==> src/rtl/seq_stage21_fifo_mem_if.sv <==
// Handshake/status bundle for the seq_stage21_fifo_mem synchronous FIFO.
// master = producer/consumer side, slave = the FIFO itself.
interface seq_stage21_fifo_mem_if #(
  parameter int DATA_WIDTH = 8,
  parameter int ADDR_WIDTH = 4
);
  logic                  wr_en;
  logic [DATA_WIDTH-1:0] wr_data;
  logic                  rd_en;
  logic [DATA_WIDTH-1:0] rd_data;
  logic                  rd_valid;
  logic                  full;
  logic                  empty;
  logic [ADDR_WIDTH:0]   count;
  logic                  overflow;
  logic                  underflow;

  modport master (
    output wr_en, wr_data, rd_en,
    input  rd_data, rd_valid, full, empty, count, overflow, underflow
  );

  modport slave (
    input  wr_en, wr_data, rd_en,
    output rd_data, rd_valid, full, empty, count, overflow, underflow
  );
endinterface

==> src/rtl/seq_stage21_fifo_mem.sv <==
// Synchronous FIFO over a 2**ADDR_WIDTH-entry memory with a registered read port.
// Define SEQ_STAGE21_ERR_FLAGS_EN to build the sticky overflow/underflow registers.
module seq_stage21_fifo_mem #(
  parameter int DATA_WIDTH = 8,
  parameter int ADDR_WIDTH = 4
) (
  input  logic                    clk,
  input  logic                    rst,
  seq_stage21_fifo_mem_if.slave   fifo_io
);

  localparam int DEPTH = 1 << ADDR_WIDTH;
  localparam logic [ADDR_WIDTH:0] FULL_COUNT = (ADDR_WIDTH+1)'(DEPTH);

  logic [DATA_WIDTH-1:0] mem_q [DEPTH];

  logic [ADDR_WIDTH-1:0] wr_ptr_q, wr_ptr_d;
  logic [ADDR_WIDTH-1:0] rd_ptr_q, rd_ptr_d;
  logic [ADDR_WIDTH:0]   count_q, count_d;
  logic [DATA_WIDTH-1:0] rd_data_q, rd_data_d;
  logic                  rd_valid_q, rd_valid_d;

  logic full, empty;
  logic wr_acc, rd_acc;

  // Flags come from the registered count only, never from this cycle's requests.
  assign full   = (count_q == FULL_COUNT);
  assign empty  = (count_q == '0);
  assign rd_acc = fifo_io.rd_en & ~empty;
  // A read in the same cycle frees a slot, so a full FIFO still takes the write.
  assign wr_acc = fifo_io.wr_en & (~full | rd_acc);

  always_comb begin
    // NOTE: every combinational output gets a default first so no latch is inferred.
    wr_ptr_d   = wr_ptr_q;
    rd_ptr_d   = rd_ptr_q;
    count_d    = count_q;
    rd_data_d  = rd_data_q;
    rd_valid_d = rd_acc;

    if (wr_acc) wr_ptr_d = wr_ptr_q + 1'b1;
    if (rd_acc) begin
      rd_ptr_d  = rd_ptr_q + 1'b1;
      rd_data_d = mem_q[rd_ptr_q];
    end

    unique case ({wr_acc, rd_acc})
      2'b10:   count_d = count_q + 1'b1;
      2'b01:   count_d = count_q - 1'b1;
      default: count_d = count_q;
    endcase
  end

  always_ff @(posedge clk or posedge rst) begin
    if (rst) begin
      // NOTE: sequential state uses non-blocking assignments so every register samples pre-edge values.
      wr_ptr_q   <= '0;
      rd_ptr_q   <= '0;
      count_q    <= '0;
      rd_data_q  <= '0;
      rd_valid_q <= 1'b0;
    end else begin
      wr_ptr_q   <= wr_ptr_d;
      rd_ptr_q   <= rd_ptr_d;
      count_q    <= count_d;
      rd_data_q  <= rd_data_d;
      rd_valid_q <= rd_valid_d;
    end
  end

  // NOTE: the storage array is deliberately left out of reset; cleared pointers make stale words unreachable.
  // Same-slot read and write (only possible when full) returns the old word: the read samples before the write lands.
  always_ff @(posedge clk) begin
    if (wr_acc) mem_q[wr_ptr_q] <= fifo_io.wr_data;
  end

`ifdef SEQ_STAGE21_ERR_FLAGS_EN
  logic overflow_q, overflow_d;
  logic underflow_q, underflow_d;

  always_comb begin
    overflow_d  = overflow_q  | (fifo_io.wr_en & ~wr_acc);
    underflow_d = underflow_q | (fifo_io.rd_en & empty);
  end

  always_ff @(posedge clk or posedge rst) begin
    if (rst) begin
      overflow_q  <= 1'b0;
      underflow_q <= 1'b0;
    end else begin
      overflow_q  <= overflow_d;
      underflow_q <= underflow_d;
    end
  end

  assign fifo_io.overflow  = overflow_q;
  assign fifo_io.underflow = underflow_q;
`else
  assign fifo_io.overflow  = 1'b0;
  assign fifo_io.underflow = 1'b0;
`endif

  assign fifo_io.rd_data  = rd_data_q;
  assign fifo_io.rd_valid = rd_valid_q;
  assign fifo_io.full     = full;
  assign fifo_io.empty    = empty;
  assign fifo_io.count    = count_q;

endmodule

==> src/flat_wrapper.sv <==
// flat-port wrapper written by rule: the top's interface ports become plain ports
module seq_stage21_fifo_mem_flat 
#(
  parameter int DATA_WIDTH = 8,
  parameter int ADDR_WIDTH = 4
)
  (clk, rst, fifo_io_wr_en, fifo_io_wr_data, fifo_io_rd_en, fifo_io_rd_data, fifo_io_rd_valid, fifo_io_full, fifo_io_empty, fifo_io_count, fifo_io_overflow, fifo_io_underflow);
  seq_stage21_fifo_mem_if #(.DATA_WIDTH(DATA_WIDTH), .ADDR_WIDTH(ADDR_WIDTH)) fifo_io_i ();
  input  logic clk;
  input  logic rst;
  input wire logic [$bits(fifo_io_i.wr_en)-1:0] fifo_io_wr_en;
  input wire logic [$bits(fifo_io_i.wr_data)-1:0] fifo_io_wr_data;
  input wire logic [$bits(fifo_io_i.rd_en)-1:0] fifo_io_rd_en;
  output wire logic [$bits(fifo_io_i.rd_data)-1:0] fifo_io_rd_data;
  output wire logic [$bits(fifo_io_i.rd_valid)-1:0] fifo_io_rd_valid;
  output wire logic [$bits(fifo_io_i.full)-1:0] fifo_io_full;
  output wire logic [$bits(fifo_io_i.empty)-1:0] fifo_io_empty;
  output wire logic [$bits(fifo_io_i.count)-1:0] fifo_io_count;
  output wire logic [$bits(fifo_io_i.overflow)-1:0] fifo_io_overflow;
  output wire logic [$bits(fifo_io_i.underflow)-1:0] fifo_io_underflow;
  assign fifo_io_i.wr_en = fifo_io_wr_en;
  assign fifo_io_i.wr_data = fifo_io_wr_data;
  assign fifo_io_i.rd_en = fifo_io_rd_en;
  assign fifo_io_rd_data = fifo_io_i.rd_data;
  assign fifo_io_rd_valid = fifo_io_i.rd_valid;
  assign fifo_io_full = fifo_io_i.full;
  assign fifo_io_empty = fifo_io_i.empty;
  assign fifo_io_count = fifo_io_i.count;
  assign fifo_io_overflow = fifo_io_i.overflow;
  assign fifo_io_underflow = fifo_io_i.underflow;
  seq_stage21_fifo_mem #(.DATA_WIDTH(DATA_WIDTH), .ADDR_WIDTH(ADDR_WIDTH)) u_core (.clk(clk), .rst(rst), .fifo_io(fifo_io_i));
endmodule
==> config.mk <==
export PLATFORM = sky130hd
export DESIGN_NAME = seq_stage21_fifo_mem_flat
export DESIGN_NICKNAME = d
export VERILOG_FILES = /design/src/rtl/seq_stage21_fifo_mem_if.sv /design/src/rtl/seq_stage21_fifo_mem.sv /design/src/flat_wrapper.sv
export SDC_FILE = /design/constraint.sdc
export NUM_CORES = 1
export LEC_CHECK = 0
export ABC_AREA = 1
export CAP_MARGIN = 10
export CORE_UTILIZATION = 35
export CTS_CLUSTER_SIZE = 14
export DETAILED_ROUTE_END_ITERATION = 7
export GPL_ROUTABILITY_DRIVEN = 0
export MAX_ROUTING_LAYER = met4
export PLACE_DENSITY_LB_ADDON = 0.2
export SLEW_MARGIN = 10
export SYNTH_ARGS = -nofsm -noshare
export SYNTH_HDL_FRONTEND = slang
export SYNTH_SLANG_ARGS = --single-unit
==> constraint.sdc <==
create_clock -name clk -period 3.4 [get_ports clk]
set_input_delay 0.68 -clock clk [delete_from_list [all_inputs] [get_ports clk]]
set_output_delay 0.68 -clock clk [all_outputs]
set_load 0.01 [all_outputs]
==> run_results.csv, run 1 <==
group,metric,value,unit
drt,routed-via-count,4269,
logic_synthesis,yosysSeqAreaShare,0.6602,
worst_setup_path,crit_type,"register to output pin",
cells_and_area,nNetsFinal,677,
clocking,clock_sinks,150,
cells_and_area,layout_common_cells,"nand2_1 (217), edfxtp_1 (128), nand3_1 (88), inv_1 (84), clkdlybuf4s50_1 (27)",
cells_and_area,area_growth_syn_to_layout,13.74,%
clocking,cts_hold_buf,0,
placement,placed_cell_area,7030,sq um
clocking,cts_setup_buffers,0,
worst_setup_path,crit_arrival,1.79,ns
global_route,grt_pass1_wl,23200,um
placement,hpwl,9605,um
drt,drt-initial-drc-count,389,
clocking,clk_latency,0.42,ns
global_route,grt_use_total,0.1674,
clocking,cts_tree,"yes",
cells_and_area,post-route-util,0.4061,
timing,fmax,405.3,MHz
cells_and_area,antennaDiodeCount,0,
logic_synthesis,netlist_area,6656,sq um
timing,fin_crit,2.467,ns
worst_setup_path,crit_path_cell_trace,"nor2_2, nand3_2, inv_1, clkdlybuf4s50_1",
cells_and_area,final_common_cell,"nand2_1",
floorplan,num_rows,50,
floorplan,io_pins,30,
logic_synthesis,syn_inst,636,
global_route,grt_pass1_vias,4266,
floorplan,die_h,139.9,um
timing,finalMaxSlewViolations,0,
clocking,numCtsBuffers,17,
drt,drc,0,
power,leakage,3.186,nW
cells_and_area,design_area,7571,sq um
clocking,clk_pin_slew_worst_paths,0.06,ns
floorplan,die_w,139.9,um
logic_synthesis,avgSynthCellArea,10.47,sq um
worst_setup_path,slowest_delay,0.53,ns
run,drv_cap,0,
clocking,root_buffer,"clkbuf_16",
timing,finClkSkew,0.007223,ns
worst_setup_path,worstSetupStartpointType,"register",
placement,place_inst,871,
worst_setup_path,crit_buf_inv,2,
drt,drt.antenna.violating_nets,0,
timing,setup_viol,0,
timing,holdWs,0.4802,ns
cells_and_area,stdcell_count,902,
floorplan,coreArea,18640,sq um
timing,hold_viol,0,
timing,rsz0062_at_grt,"false",
worst_setup_path,crit_slowest_cell,"clkdlybuf4s50_1",
logic_synthesis,synth_cell_type_count,27,
global_route,antenna_found_initial,0,
worst_setup_path,critical_path.top_delay_family,"buffers and inverters",
drt,wirelength,14840,um
drt,routedWlPerCell,16.46,um
drt,dr.pass1.iters,5,
global_route,overflow,0,
timing,finalSetupTns,0,ns
power,powerDensity,829.9,nW/um^2
clocking,cts.path.max_buffers,2,
floorplan,die_area,19570,sq um
power,worst_ir_drop_vdd,0.0004211,V
worst_hold_path,hp-class,"register to register",
logic_synthesis,ys_warn_count,0,
drt,vias_per_cell,4.733,
placement,io_buffers,27,
clocking,h-tree-depth,4,
worst_setup_path,endpoint_kind,"output pin",
global_route,grt_max_degree,75,
timing,timing.final.crit_share,0.7256,
status,status,"finished, final reports clean",
timing,max_slew_margin,0.3535,
floorplan,initial_core_util,0.3570,
logic_synthesis,synth-seq-cells,150,
worst_setup_path,path_max_fanout,5,
clocking,cts_resized,0,
timing,tightest_slew,0.9684,ns
worst_setup_path,cp_data_required_time,2.72,ns
cells_and_area,drive_above_1_share,0.07186,
[synth_stat cells, drive strengths merged]
master / instances / area, sq um
ha: 8 / 100.1
nand2: 221 / 844.6
o21ai: 3 / 18.76
o211ai: 8 / 60.06
inv: 89 / 334.1
buf: 28 / 205.2
dfrtp: 22 / 550.5
conb: 1 / 3.750
nand3: 91 / 470.5
xnor2: 2 / 17.52
fa: 1 / 20.02
edfxtp: 128 / 3844
clkbuf: 1 / 3.750
a21oi: 4 / 20.02
nor2: 22 / 95.09
xor2: 7 / 68.82
[cell families (layout without fill, tap and decap cells)]
family | count (synthesis) | count (layout) | synth area share
flip-flops | 150 | 150 | 0.6602
AO/OA/AOI/OAI | 15 | 15 | 0.01485
other | 1 | 2 | 0.0005634
XOR/XNOR | 9 | 9 | 0.01297
AND/OR/NAND/NOR | 334 | 334 | 0.2118
buffers and inverters | 118 | 149 | 0.08158
adder cells (fa/ha/maj) | 9 | 9 | 0.01805
[power breakdown]
part / internal (mW) / switching (mW)
sequential: 2.29 / 0.200
combinational: 0.687 / 1.38
clock: 0.999 / 0.729
[flip-flops by register name, indices dropped and copies added, names as in the netlist]
signal / count
u_core.rd_ptr_q: 4
u_core.wr_ptr_q: 4
u_core.fifo_io.rd_valid: 1
u_core.fifo_io.count: 5
u_core.fifo_io.rd_data: 8
u_core.mem_q: 128
[worst reg2reg max path, stage by stage (launching register included)]
cell and delay, ns:
dfrtp_1 0.46, nor2_2 0.19, nand3_2 0.10, nand2_2 0.24
inv_2 0.17, nand2_2 0.11, inv_1 0.09, ha_1 0.33
a21oi_1 0.20, nand3_1 0.09, nand2_1 0.09, nand3_1 0.06
nand2_1 0.07, inv_1 0.04
[area by class of cell]
type,count,area (sq um)
Clock inverter,12,107.6
Sequential cell,150,4395
Inverter,89,334.1
Clock buffer,19,432.9
Tap cell,234,292.8
Timing Repair Buffer,29,285.3
Fill cell,1798,11070
Multi-Input combinational cell,369,1723
[metrics by stage]
step	setup WS [ns]	total power, mW
floorplan	1.480	4.004
global placement	0.6238	4.582
detailed placement	0.5747	4.606
CTS	0.9026	6.341
global route	0.8013	6.659
finish	0.9329	6.283
[per-layer routing]
metal / up-vias / GRT usage / wire (um)
met1: 2028 / 0.2122 / 6774
met3: 25 / 0.04308 / 803
li1: 2095 / - / -
met4: 0 / 0.05205 / 258
met2: 121 / 0.2632 / 7007
met5: - / - / 0
[worst paths after layout]
kind	start	end	slack (ns)	cells after the start
worst max register to register	u_core.fifo_io.count[1]	u_core.fifo_io.count[4]	1.05	13
min in group asynchronous	rst	u_core.wr_ptr_q[0]	0.74	2
max in group asynchronous	rst	u_core.rd_ptr_q[0]	2.06	2
worst min-delay path	u_core.fifo_io.rd_data[0]	u_core.fifo_io.rd_data[0]	0.48	2
worst max-delay path	u_core.fifo_io.count[1]	fifo_io_full	0.93	4
worst min register to register	u_core.fifo_io.rd_data[0]	u_core.fifo_io.rd_data[0]	0.48	2
Power figures use the tool's default switching activity.
==> run 2, diff against run 1 <==
clock period = 2 ns   (was 3.4 ns; I/O delays follow)
==> run 2 against run 1 <==
Hold slack worse by 0.15 ns. Core utilization up 1.6 points. Cell area is 3.9% higher. Critical path depth increased by 3. Flip-flop and latch count unchanged.
==> run_results.csv, run 2 (synthesis results as in run 1) <==
group,metric,value,unit
cells_and_area,final_common_cell,"nand2_1",
worst_setup_path,worstSetupStartpointType,"register",
cells_and_area,top_register,"u_core.mem_q",
timing,fmax,505.7,MHz
global_route,antenna_found_initial,0,
placement,dp_slack,-0.3410,ns
clocking,cts.path.max_buffers,2,
clocking,numCtsBuffers,17,
cells_and_area,area_growth_syn_to_layout,18.14,%
cells_and_area,stdcell_count,937,
placement,place_inst,905,
drt,wirelength,15380,um
drt,vias_per_cell,4.700,
clocking,clock_sinks,150,
placement,io_buffers,27,
drt,drt.antenna.violating_nets,0,
floorplan,die_w,139.9,um
drt,drt-initial-drc-count,319,
clocking,h-tree-depth,4,
cells_and_area,layout_common_cells,"nand2_1 (217), edfxtp_1 (128), nand3_1 (88), inv_1 (84), buf_4 (35)",
floorplan,die_h,139.9,um
clocking,cts_setup_buffers,0,
drt,routed-via-count,4404,
global_route,grt_use_total,0.1728,
cells_and_area,nNetsFinal,711,
floorplan,num_rows,50,
timing,max_slew_margin,0.5274,
run,drv_cap,0,
worst_hold_path,hp-class,"input pin to asynchronous set/reset pin",
power,powerDensity,1402,nW/um^2
placement,hpwl,10360,um
cells_and_area,antennaDiodeCount,0,
timing,rsz0062_at_grt,"true",
drt,routedWlPerCell,16.41,um
cells_and_area,largest_reg_flops,128,
power,leakage,3.366,nW
power,worst_ir_drop_vdd,0.0006428,V
global_route,grt_max_degree,41,
worst_setup_path,path_max_fanout,8,
global_route,grt_pass1_vias,4363,
worst_setup_path,endpoint_kind,"register",
timing,fin_crit,1.978,ns
cells_and_area,drive_above_1_share,0.1252,
global_route,grt_pass1_wl,23960,um
drt,dr.pass1.iters,5,
floorplan,die_area,19570,sq um
timing,tightest_slew,0.7063,ns
timing,finalMaxSlewViolations,0,
worst_setup_path,cp_data_required_time,2.05,ns
clocking,clk_latency,0.42,ns
timing,hold_viol,0,
worst_setup_path,crit_type,"register to register",
floorplan,initial_core_util,0.3570,
timing,finalSetupTns,0,ns
timing,finClkSkew,0.01170,ns
timing,setup_viol,0,
worst_setup_path,crit_arrival,2.03,ns
worst_setup_path,timing.rr.start,"u_core.fifo_io.count[3]",
clocking,root_buffer,"clkbuf_16",
floorplan,io_pins,30,
timing,timing.final.crit_share,0.9888,
worst_setup_path,cp-startpoint,"u_core.fifo_io.count[3]",
floorplan,coreArea,18640,sq um
clocking,clk_pin_slew_worst_paths,0.06,ns
global_route,overflow,0,
clocking,cts_tree,"yes",
status,status,"finished, final reports clean",
timing,setup_ws,0.02235,ns
drt,drc,0,
[run 2: repair_timing]
action,4_1_cts,5_1_grt
hold endpoints to repair,0,0
setup endpoints to repair,2,67
resized for setup,3,8
pin swaps,0,1
hold buffers,0,0
[run 2: power by group]
group | total (mW) | leakage [nW] | internal [mW] | switching, mW
Sequential | 4.14 | 1.42 | 3.89 | 0.253
Combinational | 3.94 | 1.69 | 1.41 | 2.52
Clock | 2.95 | 0.255 | 1.70 | 1.24
[run 2: routing by layer]
metal | GRT usage | part of all wire
met5 | - | 0
met4 | 0.06246 | 0.014
met3 | 0.03863 | 0.044
met2 | 0.2682 | 0.48
met1 | 0.2223 | 0.46
[run 2: area by class of cell]
class / count / area (sq um)
Timing Repair Buffer: 63 / 551.8
Fill cell: 1801 / 10780
Tap cell: 234 / 292.8
Clock buffer: 20 / 436.7
Inverter: 89 / 334.1
Multi-Input combinational cell: 369 / 1748
Sequential cell: 150 / 4395
Clock inverter: 12 / 105.1
[run 2: final timing paths]
kind	to	slack, ns	cells past startpoint
max	u_core.mem_q[8][6]	0.02	7
min	u_core.fifo_io.rd_valid	0.33	3
max reg2reg	u_core.mem_q[8][6]	0.02	7
min reg2reg	u_core.fifo_io.rd_data[2]	0.49	2
max in group asynchronous	u_core.rd_ptr_q[0]	1.41	3
min in group clk	u_core.fifo_io.rd_data[2]	0.49	2
[run 2: per-stage QoR]
step           power, mW  cell area (sq um)  utilization  hold slack (ns)
2_1_floorplan      6.806               6660            -           0.3892
3_3_place_gp       8.060               7298       0.3915           0.4690
3_5_place_dp       8.093               7298       0.3915           0.4788
4_1_cts            11.07               7843       0.4207           0.3293
5_1_grt            11.69               7864       0.4218           0.3717
6_report           11.03               7864       0.4218           0.3346
[run 2: critical path: stages, from the launching register on]
cell and delay [ns]:
dfrtp_1 0.39, nor2_4 0.07, nand3_2 0.08, o21ai_2 0.09, inv_2 0.13, nand2_1 0.17, buf_4 0.19, nor2_1 0.49
